<file path="src/rtl/obi_uart_tx_arb.sv">
// obi_uart_tx_arb
// OBI manager that shares one UART transmitter between NumReq byte-stream
// requesters. It polls the UART Line Status Register for THRE (bit 5); each
// observed THRE refills a credit of FifoDepth bytes. Requesters are then served
// round-robin, one Transmit Holding Register write per accepted byte.
//
// Optional feature macro: OBI_UART_TX_ARB_PRIO_EN
//   defined   : requester 0 has strict priority; round-robin among 1..NumReq-1.
//   undefined : pure round-robin across all requesters.
//
// Ports:
//   clk_i, rst_i        clock, asynchronous active-high reset
//   req_valid_i/data_i  per-requester byte valid and byte (requester k at [8k+7:8k])
//   req_ready_o         one-hot, one-cycle byte-accepted strobe
//   obi_*               OBI manager port (single outstanding transaction)
//   busy_o              sequencer not idle
//   err_o               sticky: some OBI response returned err
module obi_uart_tx_arb #(
  parameter int unsigned NumReq    = 4,
  parameter logic [31:0] BaseAddr  = 32'h0000_0000,
  parameter int unsigned FifoDepth = 16,
  parameter int unsigned PollGap   = 8
) (
  input  logic                clk_i,
  input  logic                rst_i,
  input  logic [NumReq-1:0]   req_valid_i,
  input  logic [8*NumReq-1:0] req_data_i,
  output logic [NumReq-1:0]   req_ready_o,
  output logic                obi_req_o,
  input  logic                obi_gnt_i,
  output logic [31:0]         obi_addr_o,
  output logic                obi_we_o,
  output logic [3:0]          obi_be_o,
  output logic [31:0]         obi_wdata_o,
  input  logic                obi_rvalid_i,
  input  logic [31:0]         obi_rdata_i,
  input  logic                obi_err_i,
  output logic                busy_o,
  output logic                err_o
);

  localparam int unsigned IdxW  = $clog2(NumReq);
  localparam int unsigned CredW = $clog2(FifoDepth + 1);
  localparam int unsigned GapW  = $clog2(PollGap + 1);

  localparam logic [31:0]      ThrAddr  = BaseAddr + 32'h0000_0000;
  localparam logic [31:0]      LsrAddr  = BaseAddr + 32'h0000_0014;
  localparam logic [IdxW-1:0]  LastRst  = IdxW'(NumReq - 1);
  localparam logic [CredW-1:0] CredZero = {CredW{1'b0}};
  localparam logic [CredW-1:0] CredOne  = CredW'(1'b1);
  localparam logic [CredW-1:0] CredFull = CredW'(FifoDepth);
  localparam logic [GapW-1:0]  GapZero  = {GapW{1'b0}};
  localparam logic [GapW-1:0]  GapOne   = GapW'(1'b1);
  localparam logic [GapW-1:0]  GapLoad  = GapW'(PollGap);

  typedef enum logic [2:0] {
    ST_IDLE      = 3'd0,
    ST_ARB       = 3'd1,
    ST_WR_REQ    = 3'd2,
    ST_WR_RSP    = 3'd3,
    ST_POLL_REQ  = 3'd4,
    ST_POLL_RSP  = 3'd5,
    ST_POLL_WAIT = 3'd6
  } state_t;

  state_t           state_r;
  logic [CredW-1:0] credit_r;
  logic [IdxW-1:0]  last_r;
  logic [GapW-1:0]  gap_r;
  logic             obi_req_r;
  logic [31:0]      obi_addr_r;
  logic             obi_we_r;
  logic [3:0]       obi_be_r;
  logic [31:0]      obi_wdata_r;
  logic             err_r;

  logic [IdxW-1:0]   rr_winner_s;
  logic              rr_found_s;
  logic [IdxW-1:0]   cand_s;
  logic [IdxW-1:0]   winner_s;
  logic              found_s;
  logic              upd_last_s;
  logic              any_valid_s;
  logic [7:0]        sel_byte_s;
  logic [NumReq-1:0] ready_s;
  logic              unused_rdata_s;

  assign any_valid_s = |req_valid_i;
  // Only THRE is consumed from the LSR read data.
  assign unused_rdata_s = ^{obi_rdata_i[31:6], obi_rdata_i[4:0]};

  // Round-robin search starting one past the last winner, wrapping around.
  always_comb begin
    rr_winner_s = last_r;
    rr_found_s  = 1'b0;
    cand_s      = last_r;
    for (int i = 1; i <= int'(NumReq); i++) begin
      cand_s = IdxW'((int'(last_r) + i) % int'(NumReq));
      if (!rr_found_s && req_valid_i[cand_s]) begin
        rr_found_s  = 1'b1;
        rr_winner_s = cand_s;
      end else begin
        rr_found_s  = rr_found_s;
      end
    end
  end

`ifdef OBI_UART_TX_ARB_PRIO_EN
  // Requester 0 bypasses the rotation and never moves the pointer.
  assign winner_s   = req_valid_i[0] ? {IdxW{1'b0}} : rr_winner_s;
  assign found_s    = req_valid_i[0] | rr_found_s;
  assign upd_last_s = ~req_valid_i[0];
`else
  assign winner_s   = rr_winner_s;
  assign found_s    = rr_found_s;
  assign upd_last_s = 1'b1;
`endif

  assign sel_byte_s = req_data_i[{winner_s, 3'b000} +: 8];

  // Acceptance strobe: must be combinational so it lands in the ARB cycle itself.
  always_comb begin
    ready_s = {NumReq{1'b0}};
    if (state_r == ST_ARB && credit_r != CredZero && found_s) begin
      ready_s[winner_s] = 1'b1;
    end else begin
      ready_s = {NumReq{1'b0}};
    end
  end

  // Sequencer: state, credit, pointer, poll gap and the registered OBI request.
  always_ff @(posedge clk_i or posedge rst_i) begin
    if (rst_i) begin
      state_r     <= ST_IDLE;
      credit_r    <= CredZero;
      last_r      <= LastRst;
      gap_r       <= GapZero;
      obi_req_r   <= 1'b0;
      obi_addr_r  <= 32'h0000_0000;
      obi_we_r    <= 1'b0;
      obi_be_r    <= 4'b0000;
      obi_wdata_r <= 32'h0000_0000;
      err_r       <= 1'b0;
    end else begin
      case (state_r)
        ST_IDLE: begin
          if (any_valid_s && credit_r == CredZero) begin
            state_r     <= ST_POLL_REQ;
            obi_req_r   <= 1'b1;
            obi_addr_r  <= LsrAddr;
            obi_we_r    <= 1'b0;
            obi_be_r    <= 4'b1111;
            obi_wdata_r <= 32'h0000_0000;
          end else if (any_valid_s) begin
            state_r <= ST_ARB;
          end
        end
        ST_ARB: begin
          if (!any_valid_s) begin
            state_r <= ST_IDLE;
          end else if (credit_r == CredZero) begin
            state_r     <= ST_POLL_REQ;
            obi_req_r   <= 1'b1;
            obi_addr_r  <= LsrAddr;
            obi_we_r    <= 1'b0;
            obi_be_r    <= 4'b1111;
            obi_wdata_r <= 32'h0000_0000;
          end else begin
            if (upd_last_s) begin
              last_r <= winner_s;
            end
            state_r     <= ST_WR_REQ;
            obi_req_r   <= 1'b1;
            obi_addr_r  <= ThrAddr;
            obi_we_r    <= 1'b1;
            obi_be_r    <= 4'b0001;
            obi_wdata_r <= {24'h00_0000, sel_byte_s};
          end
        end
        ST_WR_REQ: begin
          if (obi_gnt_i) begin
            obi_req_r <= 1'b0;
            credit_r  <= credit_r - CredOne;
            state_r   <= ST_WR_RSP;
          end
        end
        ST_WR_RSP: begin
          // A failed write is dropped; its credit stays consumed.
          if (obi_rvalid_i) begin
            err_r   <= err_r | obi_err_i;
            state_r <= ST_ARB;
          end
        end
        ST_POLL_REQ: begin
          if (obi_gnt_i) begin
            obi_req_r <= 1'b0;
            state_r   <= ST_POLL_RSP;
          end
        end
        ST_POLL_RSP: begin
          if (obi_rvalid_i && !obi_err_i && obi_rdata_i[5]) begin
            credit_r <= CredFull;
            state_r  <= ST_ARB;
          end else if (obi_rvalid_i) begin
            // An erroring poll is treated as THRE=0.
            err_r   <= err_r | obi_err_i;
            gap_r   <= GapLoad;
            state_r <= ST_POLL_WAIT;
          end
        end
        ST_POLL_WAIT: begin
          // Leaving at 1 gives exactly PollGap idle cycles before the next poll.
          if (gap_r <= GapOne) begin
            gap_r       <= GapZero;
            state_r     <= ST_POLL_REQ;
            obi_req_r   <= 1'b1;
            obi_addr_r  <= LsrAddr;
            obi_we_r    <= 1'b0;
            obi_be_r    <= 4'b1111;
            obi_wdata_r <= 32'h0000_0000;
          end else begin
            gap_r <= gap_r - GapOne;
          end
        end
        default: begin
          state_r   <= ST_IDLE;
          obi_req_r <= 1'b0;
        end
      endcase
    end
  end

  assign req_ready_o = ready_s;
  assign obi_req_o   = obi_req_r;
  assign obi_addr_o  = obi_addr_r;
  assign obi_we_o    = obi_we_r;
  assign obi_be_o    = obi_be_r;
  assign obi_wdata_o = obi_wdata_r;
  assign busy_o      = (state_r != ST_IDLE);
  assign err_o       = err_r;

endmodule
</file>
<file path="config.mk">
export PLATFORM = sky130hd
export DESIGN_NAME = obi_uart_tx_arb
export DESIGN_NICKNAME = d
export VERILOG_FILES = /design/src/rtl/obi_uart_tx_arb.sv
export SDC_FILE = /design/constraint.sdc
export NUM_CORES = 1
export LEC_CHECK = 0
export BUFFER_PORTS_ARGS = -buffer_cell sky130_fd_sc_hd__buf_4
export CORE_ASPECT_RATIO = 1.75
export CORE_MARGIN = 8
export CORE_UTILIZATION = 38
export DETAILED_ROUTE_END_ITERATION = 10
export PLACE_DENSITY = 0.82
export SETUP_SLACK_MARGIN = 0.1
export SYNTH_ARGS = -nofsm -noshare
export SYNTH_HDL_FRONTEND = slang
export SYNTH_SLANG_ARGS = --single-unit
</file>
<file path="constraint.sdc">
create_clock -name clk_i -period 1.9 [get_ports clk_i]
set_input_delay 0.095 -clock clk_i [delete_from_list [all_inputs] [get_ports clk_i]]
set_output_delay 0.095 -clock clk_i [all_outputs]
set_load 0.01 [all_outputs]
</file>
==> metrics.txt <==
switch share=40.9%; unrepaired setup endpoints after global routing=true; Area Growth Syn to Fin=33.4%; synth cell count leaders=59 x buf_4, 25 x dfrtp_1, 25 x nand2_1; # IOs=149; full die area=8680 sq um; synth top area cells=dfrtp_1 28%, buf_4 20%, mux2i_1 7.2%; worst path required time=1.80 ns; cell taking the most area after synthesis=dfrtp_1; part of the cycle the worst path needs=106%; CP peak stage delay=roughly 0.45 ns; DRT Pass-1 Iters=6; Distinct cells, synth=just over 50; dpl cell area=2700 sq um; violated checks=setup timing; Fmax=roughly 500 MHz; CP max stage cell=or4b_4; leakage=about 1.5 nW; Placement Setup Slack=-0.0868 ns; switching power=1.76 mW; # setup viols final=12; Seq. cell area=just under 700 sq um; die width=73.9 um; Int Pwr=approximately 2.5 mW; DRT iter0 DRCs=32; final hold violations=0; mapped cell area=2230 sq um; max-cap viol count=0; Main synth FF type=dfrtp_1; vias=1,936; CTS clk-pin slew, worst paths=0.09 ns; largest net degree at the start of global routing=28; final WL=5970 um; sequential power share=25.8%; HP Class=in2reg; Synth async-reset ratio=100%; critical path class=reg2out; #FFs+latches synth=27; status=finished, violations left; first-pass GRT wire length=between 8000 and 9000 um; final net count=~420; sequential element share of the synthesized area=30.4%; initial antenna violation count=0; H-tree depth=1; drt via density=4.65; Core ar.=5790 sq um; wire per inst=14.3 um; skew final=0.00181 ns; Synth warnings=0; clock buffer depth=2; HPWL Detailed=4550 um; Num CTS Buffers=3; CP Max Fanout=5; fillers=543; GRT Overall Usage=12.5%; Root Buffer Master=clkbuf_8; Design Area, Final=2980 sq um; Inserted Diodes=0; DRT antenna net count=0; Die Height=117 um; most common cell in the netlist=buf_4; Top Family by Delay on Critical Path=simple AND/OR/NAND/NOR gates; initial core utilization=38.6%; multi-input logic area=roughly 1300 sq um; CP startpoint kind=flip-flop; Congestion Overflow GR=0; Clock Latency Late Sink=0.27 ns; Synth top area share=28.0%; number of global-route vias before repair=2,010; Clock power frac=7.8%; PnR worst setup slack=-0.118 ns; Remaining DRCs=0; GPL Wtd Cong=0.856; worst-path cell chain=inv_2 -> ha_4 -> or4b_4 -> and2_4 -> nand3_4 -> or2_4 -> nor2b_2 -> buf_4; Slew Limit Fails=0; CP Capture Type=output pin; WP buf/inv=2; min Tclk post-route=~2.0 ns; cells after synthesis=about 250; CP arrival=about 1.9 ns; number of synthesized flops with an enable pin=0; syn_area_per_cell=around 9.1 sq um; clock tree sinks=27; VDD IR max=0.000596 V; ratio of cells with drive above 1 in the final layout=around two fifths; CTS tree=done; Comb power frac=66.4%; Site Rows=37; pwr dens=1440 nW/um^2; IO Port Bufs=63
metal layers:
layer	up-vias	GRT usage, %	share of wire [%]
met2	116	23.0	51
li1	916	-	-
met3	15	3.84	12
met5	-	0	0
met4	0	6.30	3.1
met1	889	11.6	33
logic make-up after synthesis:
logic type | Yosys count | synth area share [%]
AO/OA/AOI/OAI | 44 | 16.6
adder cells (fa/ha/maj) | 4 | 2.24
XOR/XNOR | 4 | 1.57
multiplexers | 16 | 7.18
buffers and inverters | 78 | 24.1
other | 1 | 0.168
AND/OR/NAND/NOR | 72 | 17.8
flip-flops | 27 | 30.4
cell usage in the layout, fill, tap and decap left out, types with 3 or more instances in the layout:
| cell type | synthesis | layout |
|---|---|---|
| buf_4 | 59 | 94 |
| a21oi_1 | 4 | 4 |
| mux2i_1 | 16 | 13 |
| clkbuf_8 | 0 | 3 |
| dfrtp_1 | 25 | 24 |
| nand3_1 | 4 | 4 |
| conb_1 | 1 | 54 |
| nand2_1 | 25 | 25 |
| nor2_1 | 15 | 14 |
| o31ai_1 | 5 | 4 |
| inv_1 | 11 | 9 |
| nand2b_1 | 8 | 8 |
| o221ai_2 | 8 | 8 |
| nor2b_1 | 4 | 3 |
| o21ai_0 | 10 | 9 |
| buf_6 | 1 | 4 |
| ha_1 | 4 | 3 |
| xnor2_1 | 3 | 3 |
sequential cells by signal, summed over array words and instances (netlist names):
signal,flops
obi_wdata_o,8
err_o,1
credit_r,5
last_r,2
obi_be_o,2
obi_we_o,1
gap_r,4
obi_req_o,1
state_r,3
final timing paths:
check,endpoint,start,depth (start not counted),slack [ns]
setup / recovery,req_ready_o[2],credit_r[1]$_DFFE_PP0P_,8,-0.12
hold / removal,err_o$_DFFE_PP0P_,obi_err_i,2,0.08
setup reg to reg,obi_wdata_o[3]$_DFFE_PP0P_,credit_r[1]$_DFFE_PP0P_,10,-0.09
hold reg to reg,err_o$_DFFE_PP0P_,err_o$_DFFE_PP0P_,1,0.48
max in group asynchronous,last_r[0]$_DFFE_PP1P_,rst_i,4,1.15
min in group asynchronous,obi_wdata_o[3]$_DFFE_PP0P_,rst_i,4,0.44
timing repair:
action / in CTS / in global routing
cloned: 0 / 1
setup endpoints to repair: 14 / 20
pin swaps: 5 / 4
hold buffers: 1 / 0
endpoints found under the hold margin: 25 / 0
setup buffers: 8 / 9
resized for setup: 9 / 11
power groups by stage:
stage | Sequential (mW) | Combinational [mW] | Clock, mW
2_1_floorplan | 1.11 | 1.60 | 0
3_3_place_gp | 1.10 | 2.35 | 0
6_report | 1.11 | 2.86 | 0.333
5_1_grt | 1.15 | 3.10 | 0.363
4_1_cts | 1.11 | 2.60 | 0.348
3_5_place_dp | 1.12 | 2.42 | 0
through the flow:
step	TNS, ns	power, mW	util [%]	cells	hold slack (ns)
3_3_place_gp	-0.235	3.44	46.6	394	0.192
5_1_grt	-1.60	4.62	51.4	416	0.0789
6_report	-0.842	4.30	51.4	416	0.0807
4_1_cts	-1.11	4.05	49.3	407	0.0769
3_5_place_dp	-0.445	3.54	46.6	394	0.191
2_1_floorplan	0	2.71	-	299	0.146
layout make-up:
class | instances | share of cell area (%)
repair buffers | 102 | 27.7
well taps | 78 | 3.28
inverters | 11 | 1.39
flip-flops and latches | 27 | 22.8
multi-input cells | 194 | 43.3
clock buffers | 4 | 1.51
No activity file was read; power rests on OpenSTA's default activity.
